--- config.mk ---
export PLATFORM = sky130hd
export DESIGN_NAME = seven_segment_monitor
export DESIGN_NICKNAME = d
export VERILOG_FILES = /design/src/rtl/seven_segment_monitor_pkg.sv /design/src/rtl/seven_segment_monitor_decode.sv /design/src/rtl/seven_segment_monitor.sv
export SDC_FILE = /design/constraint.sdc
export NUM_CORES = 1
export LEC_CHECK = 0
export BUFFER_PORTS_ARGS = -buffer_cell sky130_fd_sc_hd__buf_2
export CORE_MARGIN = 5
export CORE_UTILIZATION = 35
export DETAILED_ROUTE_END_ITERATION = 10
export HOLD_SLACK_MARGIN = 0.02
export PLACE_DENSITY = 0.6
export REMOVE_ABC_BUFFERS = 1
export SLEW_MARGIN = 20
export SYNTH_ARGS = -nofsm -noshare
export SYNTH_HDL_FRONTEND = slang
export SYNTH_HIERARCHICAL = 1
export SYNTH_SLANG_ARGS = --single-unit
--- constraint.sdc ---
create_clock -name clk -period 11.4 [get_ports clk]
set_input_delay 2.28 -clock clk [delete_from_list [all_inputs] [get_ports clk]]
set_output_delay 2.28 -clock clk [all_outputs]
set_load 0.1 [all_outputs]
--- src/rtl/seven_segment_monitor_pkg.sv ---
// seven_segment_monitor shared constants: segment patterns,
// monitor states and period counter width.
package seven_segment_monitor_pkg;

  localparam int PCNT_W = 24;

  localparam logic [6:0] SEG_0     = 7'h3F;
  localparam logic [6:0] SEG_1     = 7'h06;
  localparam logic [6:0] SEG_2     = 7'h5B;
  localparam logic [6:0] SEG_3     = 7'h4F;
  localparam logic [6:0] SEG_4     = 7'h66;
  localparam logic [6:0] SEG_5     = 7'h6D;
  localparam logic [6:0] SEG_6     = 7'h7D;
  localparam logic [6:0] SEG_7     = 7'h07;
  localparam logic [6:0] SEG_8     = 7'h7F;
  localparam logic [6:0] SEG_9     = 7'h6F;
  localparam logic [6:0] SEG_BLANK = 7'h00;

  typedef enum logic [1:0] {
    IDLE,
    FIRST,
    TRACK,
    LOCKED
  } mon_state_e;

endpackage

--- src/rtl/seven_segment_monitor_decode.sv ---
// seg7_decode: segment pattern back to a decimal digit,
// flagging blank and unrecognised patterns.
module seg7_decode
  import seven_segment_monitor_pkg::*;
(
  input  logic [6:0] pattern,
  output logic [3:0] digit,
  output logic       valid,
  output logic       blank
);

  // one-hot match against the known glyphs
  always_comb begin
    digit = 4'd0;
    valid = 1'b1;
    blank = 1'b0;
    unique case (1'b1)
      (pattern == SEG_0):     digit = 4'd0;
      (pattern == SEG_1):     digit = 4'd1;
      (pattern == SEG_2):     digit = 4'd2;
      (pattern == SEG_3):     digit = 4'd3;
      (pattern == SEG_4):     digit = 4'd4;
      (pattern == SEG_5):     digit = 4'd5;
      (pattern == SEG_6):     digit = 4'd6;
      (pattern == SEG_7):     digit = 4'd7;
      (pattern == SEG_8):     digit = 4'd8;
      (pattern == SEG_9):     digit = 4'd9;
      (pattern == SEG_BLANK): begin
        valid = 1'b0;
        blank = 1'b1;
      end
      default:                valid = 1'b0;
    endcase
  end

endmodule

--- src/rtl/seven_segment_monitor.sv ---
// seven_segment_monitor: debounced seven-segment stream checker.
// MONITOR_ACTIVE_LOW_EN selects common-anode (active-low) segments.
module seven_segment_monitor
  import seven_segment_monitor_pkg::*;
#(
  parameter int PERIOD        = 10_000_001,
  parameter int TOLERANCE     = 16,
  parameter int STABLE_CYCLES = 4
) (
  input  logic       clk,
  input  logic       rst_n,
  input  logic       ena,
  input  logic [7:0] ui_in,
  output logic [7:0] uo_out,
  input  logic [7:0] uio_in,
  output logic [7:0] uio_out,
  output logic [7:0] uio_oe
);

  localparam logic [3:0] STABLE =
    4'(STABLE_CYCLES);
  localparam logic [PCNT_W:0] P_LO =
    (PCNT_W+1)'(PERIOD - TOLERANCE);
  localparam logic [PCNT_W:0] P_HI =
    (PCNT_W+1)'(PERIOD + TOLERANCE);

  logic [7:0] sync1, sync2;
  logic [6:0] seg, prev_seg, last_pat;
  logic [3:0] stab_cnt, stab_nxt;
  logic       clr, accept;
  logic [PCNT_W-1:0] pcnt;
  logic [PCNT_W:0]   ivl;
  mon_state_e state, state_n;
  logic [3:0] digit, nxt_dig;
  logic [3:0] dec_digit;
  logic       dec_valid, dec_blank, dec_inv;
  logic       seq_ok, per_ok;
  logic       e_seq, e_per, e_inv;
  logic [1:0] inc;
  logic [8:0] cnt_sum;
  logic       seq_err, per_err, inv_err;
  logic [7:0] err_cnt;
  logic       unused;

  assign unused = ena ^ (^uio_in);

  // two-flop synchronizer on all inputs
  always_ff @(posedge clk) begin
    if (!rst_n) begin
      sync1 <= 8'h00;
      sync2 <= 8'h00;
    end else begin
      sync1 <= ui_in;
      sync2 <= sync1;
    end
  end

`ifdef MONITOR_ACTIVE_LOW_EN
  assign seg = ~sync2[6:0];
`else
  assign seg = sync2[6:0];
`endif
  assign clr = sync2[7];

  // run length of the current synced pattern
  always_comb begin
    stab_nxt = stab_cnt;
    if (seg != prev_seg)
      stab_nxt = 4'd1;
    else if (stab_cnt != STABLE)
      stab_nxt = stab_cnt + 4'd1;
  end

  assign accept = (stab_nxt == STABLE)
               && ((seg != prev_seg)
                   || (stab_cnt != STABLE))
               && (seg != last_pat);

  // debounce filter state
  always_ff @(posedge clk) begin
    if (!rst_n) begin
      prev_seg <= 7'h00;
      stab_cnt <= 4'd0;
      last_pat <= 7'h00;
    end else begin
      prev_seg <= seg;
      stab_cnt <= stab_nxt;
      if (accept) last_pat <= seg;
    end
  end

  seg7_decode u_dec (
    .pattern (seg),
    .digit   (dec_digit),
    .valid   (dec_valid),
    .blank   (dec_blank)
  );

  assign dec_inv = !dec_valid && !dec_blank;
  assign ivl     = {1'b0, pcnt} + 1'b1;
  assign per_ok  = (ivl >= P_LO) && (ivl <= P_HI);
  assign nxt_dig = (digit == 4'd9) ? 4'd0
                                   : digit + 4'd1;
  assign seq_ok  = (dec_digit == nxt_dig);

  // next state and error events on acceptance
  always_comb begin
    state_n = state;
    e_seq   = 1'b0;
    e_per   = 1'b0;
    e_inv   = 1'b0;
    if (accept) begin
      unique case (1'b1)
        dec_blank: state_n = IDLE;
        dec_inv: begin
          state_n = IDLE;
          e_inv   = 1'b1;
        end
        default: begin
          unique case (state)
            IDLE: state_n = FIRST;
            FIRST: begin
              state_n = TRACK;
              e_seq   = !seq_ok;
            end
            default: begin
              e_seq   = !seq_ok;
              e_per   = !per_ok;
              state_n = (seq_ok && per_ok) ? LOCKED
                                           : TRACK;
            end
          endcase
        end
      endcase
    end
  end

  assign inc = {1'b0, e_seq} + {1'b0, e_per}
             + {1'b0, e_inv};
  assign cnt_sum = {1'b0, err_cnt} + {7'd0, inc};

  // interval counter, state and displayed digit
  always_ff @(posedge clk) begin
    if (!rst_n) begin
      pcnt  <= '0;
      state <= IDLE;
      digit <= 4'd0;
    end else begin
      if (accept)
        pcnt <= '0;
      else if (pcnt != '1)
        pcnt <= pcnt + 1'b1;
      state <= state_n;
      if (accept && dec_valid) digit <= dec_digit;
    end
  end

  // sticky flags and saturating error count
  always_ff @(posedge clk) begin
    if (!rst_n) begin
      seq_err <= 1'b0;
      per_err <= 1'b0;
      inv_err <= 1'b0;
      err_cnt <= 8'h00;
    end else if (clr) begin
      seq_err <= e_seq;
      per_err <= e_per;
      inv_err <= e_inv;
      err_cnt <= {6'd0, inc};
    end else begin
      seq_err <= seq_err | e_seq;
      per_err <= per_err | e_per;
      inv_err <= inv_err | e_inv;
      err_cnt <= cnt_sum[8] ? 8'hFF : cnt_sum[7:0];
    end
  end

  assign uo_out  = {inv_err, per_err, seq_err,
                    state == LOCKED, digit};
  assign uio_out = err_cnt;
  assign uio_oe  = 8'hFF;

endmodule

==> results.md <==
| Step | Parameter | Reported |
|:---|:---|:---|
| clocking | Number of clock sinks seen by CTS | 75 |
| drt | Total via count after detailed routing | 3326 |
| global route | Wire length of the first global-routing pass | 14200 um |
| power | LEAKAGE | 1.81 nW |
| clocking | Number of gates given a new drive strength after cts | 0 |
| logic synthesis | Post-synth ARST share | 0% |
| sta | Max-slew violations | 0 |
| clocking | H-tree depth | 3 |
| placement | HPWL reported at the end of detailed placement | 5830 um |
| logic synthesis | Number of standard cells after synthesis | 474 |
| drt | Drt via density | 5.31 |
| drt | Post-Route WL | 8380 um |
| job | Max-cap violations | 0 |
| power | Power density of the placed cells | 133 nW/um2 |
| clocking | Post-CTS setup buffer count | 0 |
| logic synthesis | Synthesized area per cell | 8.77 um2 |
| cells and area | Total non-filler cell area in the finished layout | 4580 um2 |
| setup path | Worst-path maximum fanout | 16 |
| cells and area | Most used cells in the layout excluding fill and tap cells | sky130_fd_sc_hd__dfxtp_1, sky130_fd_sc_hd__a21oi_1, sky130_fd_sc_hd__and2_1, sky130_fd_sc_hd__buf_2 |
| cells and area | Commonest non-fill, non-tap cell in the layout | sky130_fd_sc_hd__dfxtp_1 |
| outcome | Run status | finished clean |
| placement | Number of input and output port buffers inserted | 25 |
| placement | Gp weighted congestion | 0.825 |
| sta | Highest Clock Rate | 199 MHz |
| placement | Post-place instance area | 4270 um2 |
| floorplan | Vertical die dimension | 119 um |
| floorplan | Number of top-level pins | 43 |
| logic synthesis | Flip-flop and latch count after synthesis | 75 |
| global route | Number of antenna violations at the first check in global routing | 0 |
| drt | Number of iterations in the first detailed-routing pass | 4 |
| drt | DRT met1 WL | 4270 um |
| setup path | Startpoint types | flip-flop |
| sta | Hold slack | 434 ps |
| global route | Via count of the first global-routing pass | 3065 |
| drt | Mean routed wirelength per cell | 13.4 um |
| setup path | Worst path arrival time | 5250 ps |
| drt | Met3 routed WL | 309 um |
| sta | Final sum of negative setup slack | 0 ps |
| drt | Number of design rule violations left after detail routing | 0 |
| sta | Setup slack of the critical path after layout | 6370 ps |
| placement | Placed Cells | 610 |
| sta | Relative slew margins | 40.3% |
| sta | Least-Margin Pin Slew | 893 ps |
| clocking | Buffer depth of the longest clock path | 2 |
| sta | Final Hold Violating Endpoints | 0 |
| logic synthesis | Prevailing post-synth register cell | sky130_fd_sc_hd__dfxtp_1 |
| power | Peak VDD IR | 82.5 uV |
| cells and area | Number of antenna cells inserted | 0 |
| clocking | Clock transition at the registers of the reported paths | 60 ps |
| global route | Pin count of the biggest net entering global routing | 50 |
| min path | Path type of the worst min-delay path | reg2reg |
| clocking | Clock buffers created by TritonCTS | 9 |
| sta | Period utilization | 44.2% |
| clocking | Clk root buf | sky130_fd_sc_hd__clkbuf_16 |
| drt | Drt initial violations | 178 |
| floorplan | Total Die Area | 14200 um2 |
| drt | Uppermost signal routing layer after detailed routing | met4 |
| setup path | Crit path capture type | flip-flop |
| logic synthesis | Sequential area share after synthesis | 36.1% |
| clocking | CTS tree | built |
| floorplan | Row cnt | 39 |
| logic synthesis | Cell Area, Synth | 4160 um2 |
| clocking | Clock network latency to the later pin of the worst-skew pair | 330 ps |
| cells and area | Post-layout net count | 507 |
| sta | Final setup fails | 0 |
| clocking | Hold-fix buffers at CTS | 0 |
| floorplan | Die X-Extent | 119 um |
| setup path | Worst endpoint required time | 11610 ps |
| cells and area | Ratio of cells with drive above 1 in the final layout | 11.2% |
| sta | Worst clock skew | 7.52 ps |
| sta | Period minus WS final | 5030 ps |
| logic synthesis | Number of enable flip-flop cells after synthesis | 0 |
| drt | Met2 wirelength from detailed routing | 3710 um |
| sta | Setup repair after global routing missed its margin | false |
| setup path | Classification of the worst setup path | reg2reg |
| logic synthesis | Distinct cell type count of the synthesized netlist | 66 |
| placement | Minimum setup slack after placement | 6420 ps |
| logic synthesis | Number of warnings reported in the yosys synthesis log | 6 |
| global route | Overall overflow remaining after global route | 0 |
| floorplan | Placeable core area | 11500 um2 |
| drt | Number of nets still failing antenna checks after routing | 0 |
| cells and area | Area overhead of the layout relative to synthesis | 10.3% |
| global route | Tot GR Track Use | 11.8% |
| floorplan | Initial Utilization | 36.1% |
| cells and area | Final std cells w/o fill | 626 |
[flip-flops by register name, indices dropped and copies added (netlist names)]
register,cells
pcnt,24
uio_out,8
sync1,8
prev_seg,7
per_err,1
last_pat,7
inv_err,1
sync2,8
seq_err,1
state,2
stab_cnt,4
digit,4
[logic make-up (layout without fill, tap and decap cells)]
| family | count (synthesis) | in the layout | share of synthesized area (%) |
|---|---|---|---|
| muxes | 15 | 15 | 3.64 |
| xor gates and xnor gates | 44 | 44 | 9.27 |
| AOI/OAI and AO/OA | 91 | 91 | 14.0 |
| buffers and inverters | 52 | 54 | 6.53 |
| and+or+nand+nor | 186 | 186 | 27.0 |
| other | 1 | 8 | 0.0902 |
| adders and majority gates | 10 | 10 | 3.37 |
| DFF | 75 | 75 | 36.1 |
[metrics by stage]
| stage | power [W] | util, % |
|---|---|---|
| floorplan | 0.000309 | - |
| global placement | 0.000317 | 37.1 |
| detailed placement | 0.000319 | 37.1 |
| CTS | 0.000617 | 39.8 |
| global route | 0.000636 | 39.8 |
| finish | 0.000610 | 39.8 |
[power breakdown]
group / switching (W) / internal, W / total, W
combinational: 0.0000268 / 0.0000111 / 0.0000379
clock: 0.000122 / 0.000176 / 0.000298
sequential: 0.00000753 / 0.000267 / 0.000275
total: 0.000156 / 0.000454 / 0.000610
[area by class of cell]
cell class	count	area, um2
clock buffer	9	225
inverter	12	45.0
multi-input combinational	354	2410
fill	1143	6930
tap	143	179
timing repair buffer	26	133
sequential	75	1500
clock inverter	7	90.1
[routing by layer]
metal  global-route usage [%]  vias to the layer above
met5                        0                        -
met4                     3.98                        0
met3                     2.23                        9
met2                     18.8                       77
met1                     15.9                     1555
li1                         -                     1685
[critical path, stage by stage, from the launching register on]
cell and delay, ps:
sky130_fd_sc_hd__dfxtp_1 650, sky130_fd_sc_hd__nand4_2 440, sky130_fd_sc_hd__nor4_2 380, sky130_fd_sc_hd__buf_4 220, sky130_fd_sc_hd__mux2_1 340, sky130_fd_sc_hd__o2bb2ai_1 310, sky130_fd_sc_hd__nand3_1 100, sky130_fd_sc_hd__or3_1 380
sky130_fd_sc_hd__a211o_1 280, sky130_fd_sc_hd__and3_1 210, sky130_fd_sc_hd__fa_1 450, sky130_fd_sc_hd__ha_1 230, sky130_fd_sc_hd__fa_1 440, sky130_fd_sc_hd__nand2_1 130, sky130_fd_sc_hd__nand2_1 60, sky130_fd_sc_hd__nor4_1 200
sky130_fd_sc_hd__nor3_1 80
[worst paths after layout]
kind / depth (start not counted) / from / to / slack, ps
max: 16 / pcnt[4]$_SDFFE_PP0P_ / uio_out[7]$_SDFF_PP0_ / 6370
min: 1 / sync1[1]$_SDFF_PN0_ / sync2[1]$_SDFF_PN0_ / 430
max reg2reg: 16 / pcnt[4]$_SDFFE_PP0P_ / uio_out[7]$_SDFF_PP0_ / 6370
min reg2reg: 1 / sync1[1]$_SDFF_PN0_ / sync2[1]$_SDFF_PN0_ / 430
[cell usage after synthesis (3+ instances only)]
cell | instances | area share, %
sky130_fd_sc_hd__nand4_1 | 14 | 2.1
sky130_fd_sc_hd__nor3_1 | 7 | 0.84
sky130_fd_sc_hd__nor4_1 | 11 | 1.7
sky130_fd_sc_hd__o21ai_0 | 11 | 1.3
sky130_fd_sc_hd__a21oi_1 | 37 | 4.5
sky130_fd_sc_hd__inv_1 | 12 | 1.1
sky130_fd_sc_hd__a31oi_1 | 7 | 1.1
sky130_fd_sc_hd__xor2_1 | 21 | 4.4
sky130_fd_sc_hd__a211oi_1 | 4 | 0.72
sky130_fd_sc_hd__or3_1 | 3 | 0.45
sky130_fd_sc_hd__nand3b_1 | 3 | 0.54
sky130_fd_sc_hd__o41ai_1 | 3 | 0.63
sky130_fd_sc_hd__mux2i_1 | 14 | 3.4
sky130_fd_sc_hd__nand4b_1 | 4 | 0.84
sky130_fd_sc_hd__nand3_1 | 19 | 2.3
sky130_fd_sc_hd__dfxtp_1 | 75 | 36
sky130_fd_sc_hd__buf_2 | 7 | 0.84
sky130_fd_sc_hd__xnor2_1 | 23 | 4.8
sky130_fd_sc_hd__nor2b_1 | 15 | 2.3
sky130_fd_sc_hd__buf_4 | 14 | 2.5
sky130_fd_sc_hd__and3_1 | 8 | 1.2
sky130_fd_sc_hd__ha_1 | 8 | 2.4
sky130_fd_sc_hd__a21o_1 | 4 | 0.72
sky130_fd_sc_hd__clkbuf_1 | 17 | 1.5
sky130_fd_sc_hd__and2_1 | 25 | 3.8
sky130_fd_sc_hd__nand2b_1 | 6 | 0.90
sky130_fd_sc_hd__nand2_1 | 24 | 2.2
sky130_fd_sc_hd__and4_1 | 5 | 1.1
sky130_fd_sc_hd__nor2_1 | 24 | 2.2
(Power assumes the default switching activity.)
